$ cat src/rtl/brew_timer.sv
// Brew countdown timer. Drives a NUM_LEDS-pixel GRB progress bar from a 1 Hz tick strobe.
// The strip fills as the brew runs and blinks white once the brew is done.
module brew_timer #(
  parameter int NUM_LEDS  = 48,
  parameter int DUR_W     = 12,
  parameter int BRIGHT    = 255,
  parameter int DONE_HOLD = 60
) (
  input  logic                    clk,
  input  logic                    nrst,
  input  logic                    tick,
  input  logic                    sw_start,
  input  logic                    sw_stop,
  input  logic                    sw_pause,
  input  logic [DUR_W-1:0]        brew_secs,
  output logic [NUM_LEDS*24-1:0]  framebuf,
  output logic                    busy,
  output logic                    done
);

  typedef enum logic [1:0] {S_IDLE, S_RUN, S_PAUSED, S_DONE} state_t;

  localparam int               HOLD_W = (DONE_HOLD < 2) ? 1 : $clog2(DONE_HOLD + 1);
  localparam logic [DUR_W-1:0] LEDS_D = DUR_W'(NUM_LEDS);
  localparam logic [7:0]       BR     = 8'(BRIGHT);

  state_t                  state_q, state_d;
  logic [DUR_W-1:0]        dur_q, dur_d;
  logic [DUR_W-1:0]        elapsed_q, elapsed_d;
  logic [DUR_W-1:0]        acc_q, acc_d;
  logic [DUR_W-1:0]        lit_q, lit_d;
  logic [HOLD_W-1:0]       hold_q, hold_d;
  logic                    phase_q, phase_d;
  logic                    done_q, done_d;
  logic [NUM_LEDS*24-1:0]  fb_q, fb_d;
  logic [DUR_W:0]          sum;

  always_ff @(posedge clk or negedge nrst) begin
    if (!nrst) begin
      state_q   <= S_IDLE;
      dur_q     <= '0;
      elapsed_q <= '0;
      acc_q     <= '0;
      lit_q     <= '0;
      hold_q    <= '0;
      phase_q   <= 1'b0;
      done_q    <= 1'b0;
      fb_q      <= '0;
    end else begin
      state_q   <= state_d;
      dur_q     <= dur_d;
      elapsed_q <= elapsed_d;
      acc_q     <= acc_d;
      lit_q     <= lit_d;
      hold_q    <= hold_d;
      phase_q   <= phase_d;
      done_q    <= done_d;
      fb_q      <= fb_d;
    end
  end

  // Events are mutually exclusive per cycle: stop > start > pause > tick.
  always_comb begin
    state_d   = state_q;
    dur_d     = dur_q;
    elapsed_d = elapsed_q;
    acc_d     = acc_q;
    lit_d     = lit_q;
    hold_d    = hold_q;
    phase_d   = phase_q;
    done_d    = 1'b0;
    sum       = (DUR_W+1)'(acc_q) + (DUR_W+1)'(NUM_LEDS);
    if (sw_stop) begin
      state_d   = S_IDLE;
      dur_d     = '0;
      elapsed_d = '0;
      acc_d     = '0;
      lit_d     = '0;
      hold_d    = '0;
      phase_d   = 1'b0;
    end else if (sw_start) begin
      state_d   = S_RUN;
      dur_d     = (brew_secs < LEDS_D) ? LEDS_D : brew_secs;
      elapsed_d = '0;
      acc_d     = '0;
      lit_d     = '0;
      hold_d    = '0;
      phase_d   = 1'b0;
    end else if (sw_pause) begin
      if (state_q == S_RUN)         state_d = S_PAUSED;
      else if (state_q == S_PAUSED) state_d = S_RUN;
    end else if (tick) begin
      case (state_q)
        S_RUN: begin
          elapsed_d = elapsed_q + DUR_W'(1);
          // Bresenham step: lit tracks floor(elapsed*NUM_LEDS/dur) without a divider.
          if (sum >= {1'b0, dur_q}) begin
            acc_d = DUR_W'(sum - {1'b0, dur_q});
            lit_d = lit_q + DUR_W'(1);
          end else begin
            acc_d = DUR_W'(sum);
          end
          if ((elapsed_q + DUR_W'(1)) == dur_q) begin
            state_d = S_DONE;
            done_d  = 1'b1;
            phase_d = 1'b1;
            hold_d  = '0;
          end
        end
        S_DONE: begin
          phase_d = ~phase_q;
          hold_d  = hold_q + HOLD_W'(1);
          if (DONE_HOLD != 0 && (32'(hold_q) + 32'd1) == 32'(DONE_HOLD))
            state_d = S_IDLE;
        end
        default: ;
      endcase
    end
  end

  always_comb begin
    busy = (state_q == S_RUN) || (state_q == S_PAUSED);
    fb_d = '0;
    case (state_q)
      S_RUN, S_PAUSED: begin
        for (int i = 0; i < NUM_LEDS; i++) begin
          if (DUR_W'(i) < lit_q)
            fb_d[24*i +: 8] = BR;
          else if (DUR_W'(i) == lit_q) begin
            if (state_q == S_RUN) fb_d[24*i+16 +: 8] = BR;
            else                  fb_d[24*i+8  +: 8] = BR;
          end
        end
      end
      S_DONE: begin
        if (phase_q) begin
          for (int i = 0; i < NUM_LEDS*3; i++) fb_d[8*i +: 8] = BR;
        end
      end
      default: ;
    endcase
  end

  assign framebuf = fb_q;
  assign done     = done_q;

endmodule

$ cat config.mk
export PLATFORM = sky130hd
export DESIGN_NAME = brew_timer
export DESIGN_NICKNAME = d
export VERILOG_FILES = /design/src/rtl/brew_timer.sv
export SDC_FILE = /design/constraint.sdc
export NUM_CORES = 1
export LEC_CHECK = 0
export ABC_AREA = 1
export ABC_CLOCK_PERIOD_IN_PS = 2600
export BUFFER_PORTS_ARGS = -buffer_cell sky130_fd_sc_hd__buf_2
export CAP_MARGIN = 20
export CORE_AREA = 3 3 455 457
export CTS_CLUSTER_SIZE = 30
export DETAILED_ROUTE_END_ITERATION = 8
export DIE_AREA = 0 0 458 460
export PLACE_DENSITY = 0.3
export SYNTH_ARGS = -nofsm -noshare
export SYNTH_HDL_FRONTEND = slang
export SYNTH_SLANG_ARGS = --single-unit
$ cat constraint.sdc
create_clock -name clk -period 2.6 [get_ports clk]
set_input_delay 0.13 -clock clk [delete_from_list [all_inputs] [get_ports clk]]
set_output_delay 0.13 -clock clk [all_outputs]
set_load 0.1 [all_outputs]
After elaboration in Yosys (flattened, before gate mapping)
Cells that the tools add are included.
Storage, ports and cells
  word-level logic and storage cells: 332
  output and inout port bits: 1154
  register bits after elaboration: 1210
Cells by class
  mux-type cells: 195
  bitwise operators: 1
  eq/ne operators: 57
  order comparisons: 50
  reduce and logical (&&, ||, !) cells: 14
  $add $sub $neg: 6
Operators with widths (number)
  1152-bit case mux with 2 select lines: 1
  16-bit two-way mux: 96
  1152-bit two-way mux: 1
  8-bit two-way mux: 50
  12-bit two-way mux: 20
  5-bit by 12-bit == test with 1-bit output, first input constant: 16
  6-bit by 12-bit == test with 1-bit output, first input constant: 16
  5-bit by 12-bit < comparator with 1-bit output, first input constant: 16
  6-bit by 12-bit < comparator with 1-bit output, first input constant: 16
  4-bit by 12-bit == test with 1-bit output, first input constant: 8
  4-bit by 12-bit < comparator with 1-bit output, first input constant: 8
  3-bit by 12-bit == test with 1-bit output, first input constant: 4
  3-bit by 12-bit < comparator with 1-bit output, first input constant: 4
  6-bit two-way mux: 5
  12-bit by 1-bit adder with 12-bit output, second input constant: 2
  2-bit by 12-bit == test with 1-bit output, first input constant: 2
  1-bit by 12-bit < comparator with 1-bit output, first input constant: 2
  2-bit by 12-bit < comparator with 1-bit output, first input constant: 2
  2-bit two-way mux: 8
  12-bit by 6-bit adder with 13-bit output, second input constant: 1
  13-bit by 12-bit greater-or-equal comparator with 1-bit output: 1
  1-bit by 12-bit == test with 1-bit output, first input constant: 1
  12-bit == test: 1
  12-bit logical NOT: 1
  25 further kinds: 41

Depth between registers and ports, before layout
Gate-level depths: netlist of the first run.
  depth in word-level cells: 8
  gate-level depth with buffers: 17
  mapped depth without buffers: 17

Worst setup path after synthesis of the first run
No wires, ideal clock.
  path type: register to register
  start: reg state_q[0]
  end: reg fb_q[143], in the netlist framebuf[143]
  setup slack: 75 ps
  stages on the path, launching flop included: 11
  data arrival time: 2442 ps
  required time: 2517 ps
  setup time: 83 ps
  period minus slack after synthesis: 2525 ps
  path through: dfrtp_1 -> inv_1 -> ha_1 -> inv_2 -> nor2_4 -> inv_2 -> nor2_1 -> inv_1 -> clkbuf_1 -> clkbuf_1 -> o21ai_0
Between the ends
  word-level cells in the longest chain between the ends: 5
  elaborated cells between the ends (all ways): 8
  classes of those cells: 3 x eq/ne; 4 x mux; 1 x reduce/logical
Ends and longest elaborated chain
  start: declaration: line 27  | state_t state_q, state_d;
  start signal: assignment: line 50  | state_q <= state_d;
  2-bit by 1-bit == test with 1-bit output: line 124, 130
  8-bit two-way mux: line 130  | if (state_q == S_RUN) fb_d[24*i+16 +: 8] = BR;
  16-bit two-way mux: line 129  | else if (DUR_W'(i) == lit_q) begin
  16-bit two-way mux: line 127  | if (DUR_W'(i) < lit_q)
  1152-bit case mux with 2 select lines *: line 124  | case (state_q)
  end signal: assignment: line 48  | fb_q <= '0;
  end signal: assignment: line 58  | fb_q <= fb_d;
  end: declaration: line 35  | logic [NUM_LEDS*24-1:0] fb_q, fb_d;
Every way passes the cells marked *; elsewhere a longest branch is shown, timed or not.
A chain may end at the register's enable or synchronous reset.

Final worst setup path of the first run
  start: reg acc_q[4]
  end: reg lit_q[0]
Between the ends
  word-level cells in the longest chain between the ends: 4
Ends and longest elaborated chain
  start: declaration: line 30  | logic [DUR_W-1:0] acc_q, acc_d;
  start signal: assignment: line 43  | acc_q <= '0;
  start signal: assignment: line 53  | acc_q <= acc_d;
  12-bit by 6-bit adder with 13-bit output: line 72  | sum = (DUR_W+1)'(acc_q) + (DUR_W+1)'(NUM_LEDS);
  13-bit by 12-bit greater-or-equal comparator with 1-bit output: line 97  | if (sum >= {1'b0, dur_q}) begin
  3-bit nonzero test (no source line)
  4-bit AND reduction (no source line)
  end signal: assignment: line 54  | lit_q <= lit_d;
  end: declaration: line 31  | logic [DUR_W-1:0] lit_q, lit_d;
Every way passes these cells.

==> results of run 1 <==
==> synthesized netlist by cell type, drive strengths merged <==
master   count
o31ai       12
clkinv       1
nor2       106
a41oi        1
nand2      209
and3         2
nor3        13
a31oi        7
clkbuf      26
nor3b        3
o2111ai      1
or2          1
xor2        11
nor4         2
a21boi       1
inv        122
buf       1024
nand4       19
a21o         2
ha          23
dfrtp      202
nand3       75
o21ai      141
o22ai       17
xnor2       10
o21a         2
nand3b       4
o211ai       2
a21oi       36
a22oi        1
fa           1
a2111oi      1
==> logic make-up (layout without fill, tap and decap cells) <==
kind of cell | Yosys count | count (layout) | share of synthesized area, %
buffers and inverters | 1173 | 1483 | 48.3
and+or+nand+nor | 434 | 434 | 11.8
adders and majority gates | 24 | 24 | 1.81
other | 0 | 20 | 0
DFF | 202 | 202 | 29.7
xor gates and xnor gates | 21 | 21 | 1.08
AOI/OAI and AO/OA | 224 | 224 | 7.37
==> per-layer routing <==
metal  up-vias  GRT usage [%]
met5         -              0
met4         4           1.80
met3        68           1.18
met2       701           13.5
met1      6380           9.07
li1       6155              -
==> registers in the layout (all words and copies together), names as in the netlist <==
signal,flops
acc_q,12
done,1
dur_q,12
elapsed_q,12
framebuf,144
hold_q,6
lit_q,12
phase_q,1
state_q,2
==> what timing repair did <==
item	4_1_cts	5_1_grt
hold buffers	24	0
endpoints found under the hold margin	155	0
setup endpoints to repair	21	25
gates cloned	1	3
gates resized for setup	7	58
pin swaps	4	12
setup buffers	5	5
==> placed cells by master (no fill, tap or decap), types with 5 or more instances in the layout <==
master,n
sky130_fd_sc_hd__o21ai_1,22
sky130_fd_sc_hd__a31oi_1,7
sky130_fd_sc_hd__nand2_1,189
sky130_fd_sc_hd__dfrtp_1,202
sky130_fd_sc_hd__buf_12,10
sky130_fd_sc_hd__nor2_4,10
sky130_fd_sc_hd__buf_2,1170
sky130_fd_sc_hd__nor3_1,11
sky130_fd_sc_hd__a21oi_1,30
sky130_fd_sc_hd__clkbuf_8,7
sky130_fd_sc_hd__nand3_1,68
sky130_fd_sc_hd__buf_4,94
sky130_fd_sc_hd__o21ai_0,111
sky130_fd_sc_hd__xor2_1,11
sky130_fd_sc_hd__nand3_2,6
sky130_fd_sc_hd__o21ai_2,8
sky130_fd_sc_hd__ha_4,5
sky130_fd_sc_hd__nor2_1,84
sky130_fd_sc_hd__inv_1,106
sky130_fd_sc_hd__nand4_1,19
sky130_fd_sc_hd__dlygate4sd3_1,24
sky130_fd_sc_hd__nor2_2,10
sky130_fd_sc_hd__inv_2,12
sky130_fd_sc_hd__bufinv_16,5
sky130_fd_sc_hd__diode_2,20
sky130_fd_sc_hd__clkinv_2,5
sky130_fd_sc_hd__clkbuf_16,33
sky130_fd_sc_hd__nand2_4,6
sky130_fd_sc_hd__ha_1,18
sky130_fd_sc_hd__nand2_2,14
sky130_fd_sc_hd__xnor2_1,10
sky130_fd_sc_hd__o22ai_1,17
sky130_fd_sc_hd__o31ai_1,10
==> power by group <==
| group | internal [mW] | leakage (nW) | total [mW] | switching, mW |
|---|---|---|---|---|
| combinational | 1.75 | 9.19 | 6.67 | 4.92 |
| sequential | 3.28 | 2.80 | 3.55 | 0.271 |
| clock | 2.81 | 0.532 | 4.66 | 1.85 |
| total | 7.85 | 12.5 | 14.9 | 7.04 |
==> worst max path at each step <==
stage / to / slack (ps)
after floorplan: framebuf[143] / 80
after global placement: lit_q[0] / -120
after detailed placement: lit_q[0] / -60
after CTS: lit_q[8] / 0.7
after global routing: lit_q[0] / -160
final: lit_q[0] / 70
==> area by class of cell <==
type / count / area share, %
Clock inverter: 16 / 1.11
Antenna cell: 20 / 0.237
Timing Repair Buffer: 1304 / 33.8
Sequential cell: 202 / 23.9
Clock buffer: 40 / 4.06
Multi-Input combinational cell: 703 / 18.8
Inverter: 123 / 2.23
Tap cell: 2688 / 15.9
==> stage by stage <==
stage	utilization, %	area [sq um]	setup WS, ps
global route	10.3	21100	-160
CTS	10.2	20800	0.696
detailed placement	9.48	19300	-59.1
finish	10.4	21100	70.0
floorplan	-	17000	75.3
global placement	9.48	19300	-117
==> results.toml, run 1 <==
[grt]
grt_antenna_before_repair = 23
grt_pass1_vias = 11600
maximum_number_of_pins_on_one_net_before_global_route_repair = 63
grt-ovfl-total = 0
grt_first_pass_wirelength_mm = 107
grt_use_total_pct = 7.43

[setup_path]
critical_path.top_delay_family = "buffers and inverters"
worstPathMaxFanout = 7
ff2ff_path_depth = 17
critical-path-max-stage-delay_ps = 370
timing.rr.start = "acc_q[4]"
critPathCaptureType = "flip-flop"
cp_data_arrival_time_ps = 3100
kind_of_launch_point_of_the_worst_setup_path = "flip-flop"
timing.critical_path.from = "acc_q[4]"
cp_num_cells = 17
worstPathRequired_ps = 3170
cp_cell_sequence = "inv_4 -> ha_4 -> nor2_4 -> nand3_2 -> xor2_1 -> inv_1 -> ha_4 -> a21oi_4 -> o211ai_1 -> a21oi_2 -> buf_4 -> nand4_1 -> nand2_2 -> buf_6 -> buf_12 -> nor2_4 -> a21oi_1"
worst-path-buf-inv = 5
worstSetupPathType = "flip-flop to flip-flop"
capture_instance_of_the_worst_register_to_register_path = "lit_q[0]"
critical-path-slowest-cell = "sky130_fd_sc_hd__dfrtp_1"
reg2reg_slack_ps = 70

[run]
max-cap-violations = 0

[placed_design]
io_buffers = 1171
dp_cells = 4982
gpl.final_weighted_congestion = 0.752
detailed_place_hpwl_mm = 73.1

[cts]
cts.reportedPaths.clkPinSlew_ps = 60
root_buffer = "sky130_fd_sc_hd__clkbuf_16"
cts_tree = "yes"
clkLatencyLatePin_ps = 640
ctsLongestPathBuffers = 3
tritoncts.num_buffers = 30
clock_tree.htree_level_count = 1
clock_sinks = 202

[floorplan]
floorplan.initialDensity_pct = 8.35
core_sq_um = 204000
floorplan.io_pins = 1172
dieHeight_microns = 460
die-width_microns = 458
rows = 166
dieArea_sq_um = 211000

[power_and_ir_drop]
power.density_cell_area_nw_per_um2 = 705
power.total_mw = 14.9
total_leakage_power_nw = 12.5
vdd_drop_max_v = 0.000528

[finish]
stdcell_count = 5096
multiInputGateArea_sq_um = 3960
layout-drive-gt1-share_pct = 59.7
layout.nets = 2406
final-seq-area_sq_um = 5050
nFillCells = 23700
areaGrowthSynthToFinish_pct = 24.0

[drt]
detailroute.wirelength.met3_mm = 5.00
wl_met2_mm = 43.8
drt_first_iter_violations = 634
wirelength_met1_mm = 35.4
antenna_violating_nets_post_route = 0
drt_pre_antenna_iters = 4
detail_route.drc_violations = 0
route.detailed.wl_per_inst_microns = 16.9
vias = 13300
vias_per_cell = 2.61
route.top_layer_used = "met5"
wl_mm = 86.3

[run_status]
run_status = "finished, final reports clean"

[synthesis]
yosysSeqAreaShare_pct = 29.7
synthDistinctLibCells = 51
ys_warn_count = 0
syn_inst_count = 2078
synth_top_area_cell = "sky130_fd_sc_hd__buf_4"
synth_area_leaders = "sky130_fd_sc_hd__buf_4 (45%), sky130_fd_sc_hd__dfrtp_1 (30%), sky130_fd_sc_hd__nand2_1 (4.5%)"
synth_area_per_cell_sq_um = 8.20
mappedNetlistArea_sq_um = 17000
synth_fp_nets = 2120
synth_seq_cells = 202
synth_largest_type_area_fraction_pct = 44.5

[hold_path]
min-delay-path-class = "input pin to async pin"

[sta]
fin_tns_setup_ps = 0
grt_setup_unrepaired = "yes"
max_slew_margin_pct = 41.1
fin_worst_skew_ps = 48.7
fin_hold_ws_ps = 36.9
fmaxAchievable_ghz = 0.395
max_slew.worst_pin.slew_ps = 882
timing_max_transition_violations_final = 0
min_period_over_period_pct = 97.3
timing_hold_violations_final = 0
final.min_clock_period_ps = 2530
final_setup_violations = 0
(Power assumes the default switching activity.)
==> inputs of run 2 (changes only) <==
- GPL_TIMING_DRIVEN: unset -> 0
==> results.toml, run 2 (synthesis results as in run 1) <==
[sta]
final.min_clock_period_ps = 2570
max_slew.worst_pin.slew_ps = 1090
fin_worst_skew_ps = 17.1
final_setup_violations = 0
min_period_over_period_pct = 98.8
max_slew_margin_pct = 27.4
fin_hold_ws_ps = 75.7
grt_setup_unrepaired = "yes"
timing_hold_violations_final = 0
fin_tns_setup_ps = 0
fmaxAchievable_ghz = 0.389
timing_max_transition_violations_final = 0

[floorplan]
die-width_microns = 458
dieArea_sq_um = 211000
floorplan.io_pins = 1172
core_sq_um = 204000
rows = 166
floorplan.initialDensity_pct = 8.35
dieHeight_microns = 460

[hold_path]
min-delay-path-class = "input pin to flip-flop"
worst_hold_path.num_cells = 4
hp-start = "sw_start"
min_to = "lit_q[11]"

[finish]
layout-drive-gt1-share_pct = 72.8
mostFrequentLayoutCell = "sky130_fd_sc_hd__buf_2"
most-common-layout-cells = "sky130_fd_sc_hd__buf_2 (1,176), sky130_fd_sc_hd__buf_4 (1,029), sky130_fd_sc_hd__dfrtp_1 (201), sky130_fd_sc_hd__nand2_1 (177), sky130_fd_sc_hd__inv_1 (102)"
areaGrowthSynthToFinish_pct = 68.6
fin_util_pct = 14.1
stdcell_count = 6057
nFillCells = 23500
layout.nets = 3375
largest_register_ffs = 144

[grt]
top_usage_layer = "met2"
grt_use_total_pct = 9.01
met3_usage_in_global_routing_pct = 1.80
grt_first_pass_wirelength_mm = 132
grt-ovfl-total = 0
maximum_number_of_pins_on_one_net_before_global_route_repair = 99
grt_util_met2_pct = 16.9
grt_antenna_before_repair = 18
grt_pass1_vias = 15500
groute.layer.met1.usage_pct = 10.5

[cts]
cts.reportedPaths.clkPinSlew_ps = 60
cts_tree = "yes"
clock_sinks = 202
root_buffer = "sky130_fd_sc_hd__clkbuf_16"
tritoncts.num_buffers = 34
clock_tree.htree_level_count = 2
ctsLongestPathBuffers = 3
clkLatencyLatePin_ps = 580

[power_and_ir_drop]
total_leakage_power_nw = 17.8
vdd_drop_max_v = 0.000355
power.density_cell_area_nw_per_um2 = 555

[setup_path]
kind_of_launch_point_of_the_worst_setup_path = "flip-flop"
critPathCaptureType = "flip-flop"
worstPathMaxFanout = 5
cp_data_arrival_time_ps = 3030
worstSetupPathType = "flip-flop to flip-flop"
reg2reg_slack_ps = 30
capture_instance_of_the_worst_register_to_register_path = "lit_q[3]"
worstPathRequired_ps = 3060
ff2ff_path_depth = 15
timing.rr.start = "acc_q[6]"

[drt]
wl_mm = 102
detail_route.drc_violations = 0
route.detailed.wl_per_inst_microns = 16.8
drt_first_iter_violations = 618
antenna_violating_nets_post_route = 0
drt_pre_antenna_iters = 5
vias_per_cell = 2.74
vias = 16600

[placed_design]
gpl.final_weighted_congestion = 0.748
io_buffers = 1170
dp_cells = 5944
detailed_place_hpwl_mm = 86.3

[run]
max-cap-violations = 0

[run_status]
run_status = "finished, final reports clean"
## run 2: cell types whose count changed in the layout (fill, tap and decap cells not counted), sizes merged, moves of 2 or more
| cell | before | now |
|---|---|---|
| clkinvlp | 3 | 5 |
| clkinv | 7 | 5 |
| dlygate4sd3 | 24 | 22 |
| clkbuf | 43 | 71 |
| buf | 1277 | 2220 |
| diode | 20 | 11 |
## run 2: worst max-delay path by stage
stage               start            end  slack, ps  cells after the start
2_1_floorplan  state_q[0]  framebuf[143]         80                     10
3_3_place_gp         nrst  framebuf[447]      -3200                      1
3_5_place_dp   state_q[0]  framebuf[247]      -1370                      8
4_1_cts        state_q[0]   framebuf[71]        0.7                      9
5_1_grt          acc_q[6]       lit_q[0]       -110                     15
6_report         acc_q[6]       lit_q[3]         30                     15
## run 2: metal layers
metal	vias to the layer above	share of wire [%]
li1	8097	-
met1	7691	40
met2	714	53
met3	63	5.9
met4	2	1.9
met5	-	0.013
## run 2: area by class of cell
| cell class | instances | area (sq um) | area share (%) |
|---|---|---|---|
| diodes | 11 | 27.5 | 0.0958 |
| plain buffers | 1049 | 7830 | 27.3 |
| clock buffers | 44 | 960 | 3.34 |
| clock inverters | 17 | 260 | 0.906 |
| inverters | 123 | 470 | 1.64 |
| multi-input cells | 703 | 4340 | 15.1 |
| flip-flops and latches | 202 | 5060 | 17.6 |
| well taps | 2688 | 3360 | 11.7 |
| repair buffers | 1220 | 6420 | 22.3 |
## run 2: repair_timing
item / CTS / global route
gates resized for setup: 103 / 124
setup endpoints to repair: 123 / 95
buffers inserted: 5 / 11
cloned: 0 / 3
hold buffers: 23 / 0
hold endpoints to repair: 119 / 0
pin swaps: 6 / 22
## run 2: metrics by stage
stage               cell area (sq um)  power, mW  setup WS, ps
floorplan                       17000       8.39          75.3
global placement                26300       9.77         -3200
detailed placement              26400       9.72         -1370
CTS                             28200       15.5         0.651
global route                    28700       16.9          -108
finish                          28700       15.9          32.5
## run 2: worst max-delay path, stage by stage, from the launching register on
cell and delay [ps]:
sky130_fd_sc_hd__dfrtp_1 400, sky130_fd_sc_hd__buf_6 130, sky130_fd_sc_hd__nand2_4 40, sky130_fd_sc_hd__nor2_4 150, sky130_fd_sc_hd__nand3_2 80, sky130_fd_sc_hd__xor2_1 160
sky130_fd_sc_hd__inv_2 80, sky130_fd_sc_hd__ha_4 300, sky130_fd_sc_hd__inv_2 40, sky130_fd_sc_hd__nor4_2 230, sky130_fd_sc_hd__nand4_1 200, sky130_fd_sc_hd__nand4_1 180
sky130_fd_sc_hd__nand2_4 140, sky130_fd_sc_hd__clkbuf_16 210, sky130_fd_sc_hd__nand2_2 50, sky130_fd_sc_hd__o21ai_1 60
## run 2: report_power, final
| group | internal, mW | switching, mW | total (mW) |
|---|---|---|---|
| logic | 2.08 | 5.14 | 7.23 |
| registers | 3.28 | 0.293 | 3.58 |
| clock network | 3.21 | 1.92 | 5.13 |
| total | 8.58 | 7.35 | 15.9 |
==> inputs of run 3 (changes only) <==
- CTS_BUF_LIST: unset -> sky130_fd_sc_hd__clkbuf_16
==> results.toml, run 3 (synthesis results as in run 1) <==
[drt]
vias = 16500
route.detailed.wl_per_inst_microns = 16.8
route.top_layer_used = "met5"
wl_mm = 102
wl_met2_mm = 53.5
antenna_violating_nets_post_route = 0
drt_first_iter_violations = 592
detailroute.wirelength.met3_mm = 5.91
vias_per_cell = 2.73
drt_pre_antenna_iters = 5
detail_route.drc_violations = 0
wirelength_met1_mm = 40.2

[setup_path]
cp_data_arrival_time_ps = 3010
cp_num_cells = 15
kind_of_launch_point_of_the_worst_setup_path = "flip-flop"
worstSetupPathType = "flip-flop to flip-flop"
worstPathRequired_ps = 3050
critical-path-slowest-cell = "sky130_fd_sc_hd__dfrtp_1"
worstPathMaxFanout = 6
worst-path-buf-inv = 4
critPathCaptureType = "flip-flop"
ff2ff_path_depth = 15
critical_path.top_delay_family = "simple AND/OR/NAND/NOR gates"
cp_cell_sequence = "buf_6 -> nand2_4 -> nor2_4 -> nand3_2 -> xor2_1 -> inv_2 -> ha_4 -> inv_2 -> nor4_2 -> nand4_1 -> nand4_1 -> nand2_4 -> buf_8 -> nor2_4 -> a21oi_2"
critical-path-max-stage-delay_ps = 400

[cts]
ctsLongestPathBuffers = 3
clkLatencyLatePin_ps = 580
cts.reportedPaths.clkPinSlew_ps = 60
root_buffer = "sky130_fd_sc_hd__clkbuf_16"
clock_sinks = 202
clock_tree.htree_level_count = 2
tritoncts.num_buffers = 34
cts_tree = "yes"

[power_and_ir_drop]
power.density_cell_area_nw_per_um2 = 540
sw_frac_of_total_pct = 46.7
share_clk_of_total_power_pct = 32.1
vdd_drop_max_v = 0.000346
sequentialPowerShare_pct = 23.2
total_leakage_power_nw = 17.8
power.combinational.fraction_pct = 44.7
internal_power_mw = 8.23
switching_power_mw = 7.21

[placed_design]
gpl.final_weighted_congestion = 0.748
placedInstanceArea_sq_um = 26400
dp_cells = 5944
detailed_place_hpwl_mm = 86.3
io_buffers = 1170

[finish]
layout-drive-gt1-share_pct = 72.3
nFillCells = 23500
layout.nets = 3373
areaGrowthSynthToFinish_pct = 67.9
fin_util_pct = 14.0
stdcell_count = 6056
mostFrequentLayoutCell = "sky130_fd_sc_hd__buf_2"
most-common-layout-cells = "sky130_fd_sc_hd__buf_2 (1,176), sky130_fd_sc_hd__buf_4 (1,028), sky130_fd_sc_hd__dfrtp_1 (201), sky130_fd_sc_hd__nand2_1 (180), sky130_fd_sc_hd__inv_1 (108)"
largest_register_ffs = 144
final_design_area_no_fill_sq_um = 28600

[grt]
grt-ovfl-total = 0
grt_first_pass_wirelength_mm = 132
grt_use_total_pct = 9.01
grt_pass1_vias = 15500
maximum_number_of_pins_on_one_net_before_global_route_repair = 99
grt_antenna_before_repair = 18

[floorplan]
core_sq_um = 204000
floorplan.io_pins = 1172
die-width_microns = 458
dieArea_sq_um = 211000
rows = 166
floorplan.initialDensity_pct = 8.35
dieHeight_microns = 460

[hold_path]
worst_hold_path.num_cells = 4
min-delay-path-class = "input pin to flip-flop"

[sta]
fmaxAchievable_ghz = 0.392
timing_max_transition_violations_final = 0
max_slew.worst_pin.slew_ps = 1110
timing_hold_violations_final = 0
fin_worst_skew_ps = 19.3
final.min_clock_period_ps = 2550
fin_tns_setup_ps = 0
min_period_over_period_pct = 98.1
grt_setup_unrepaired = "yes"
max_slew_margin_pct = 26.1
fin_hold_ws_ps = 84.5
final_setup_violations = 0

[run_status]
run_status = "finished, final reports clean"

[run]
max-cap-violations = 0
run 3: cell types whose count changed in the layout (fill, tap and decap cells not counted), sizes merged:
cell / delta
clkinv: +5
diode: +1
inv: +4
clkbuf: -10
buf: -1
run 3: final timing paths:
path                       startpoint            end  slack, ps
min in group asynchronous        nrst  framebuf[919]        100
setup reg to reg             acc_q[6]       lit_q[0]         50
max in group asynchronous        nrst  framebuf[847]       1510
setup / recovery             acc_q[6]       lit_q[0]         50
hold / removal               sw_start      lit_q[10]         80
hold reg to reg               phase_q        phase_q        480
run 3: tightest hold or removal path, delay by kind of cell:
| family | cells | cell delay, ps |
|---|---|---|
| simple gates | 2 | 150 |
| buf+inv | 1 | 280 |
| compound gates | 1 | 50 |
run 3: routing by layer:
layer,vias up,track usage (%)
met3,63,1.80
met4,2,1.83
met5,-,0
li1,8095,-
met2,701,16.9
met1,7687,10.5
run 3: power groups by stage:
| stage | combinational (mW) | sequential (mW) | clock [mW] |
|---|---|---|---|
| floorplan | 4.57 | 3.82 | 0 |
| global placement | 6.15 | 3.62 | 0 |
| detailed placement | 6.10 | 3.62 | 0 |
| CTS | 6.41 | 3.57 | 5.31 |
| global route | 7.36 | 3.61 | 5.39 |
| finish | 6.90 | 3.58 | 4.95 |
run 3: layout make-up:
type                            instances  area (sq um)  area share (%)
Antenna cell                           12          30.0           0.105
Tap cell                             2688          3360            11.8
Clock inverter                         26           294            1.03
Inverter                              123           470            1.64
Multi-Input combinational cell        703          4300            15.0
Timing Repair Buffer                 1218          6380            22.3
Buffer                               1049          7830            27.4
Sequential cell                       202          5060            17.7
Clock buffer                           35           876            3.06
run 3: timing repair:
item / 4_1_cts / 5_1_grt
hold endpoints to repair: 119 / 0
gates resized for setup: 103 / 113
setup buffers: 5 / 10
pin swaps: 6 / 17
setup endpoints to repair: 123 / 96
hold buffers: 23 / 0
gates cloned: 0 / 2
run 3: metrics by stage:
step                power (mW)  worst slack, ps
CTS                       15.3            0.842
floorplan                 8.39             75.3
global placement          9.77            -3200
finish                    15.4             48.5
global route              16.4             -106
detailed placement        9.72            -1370
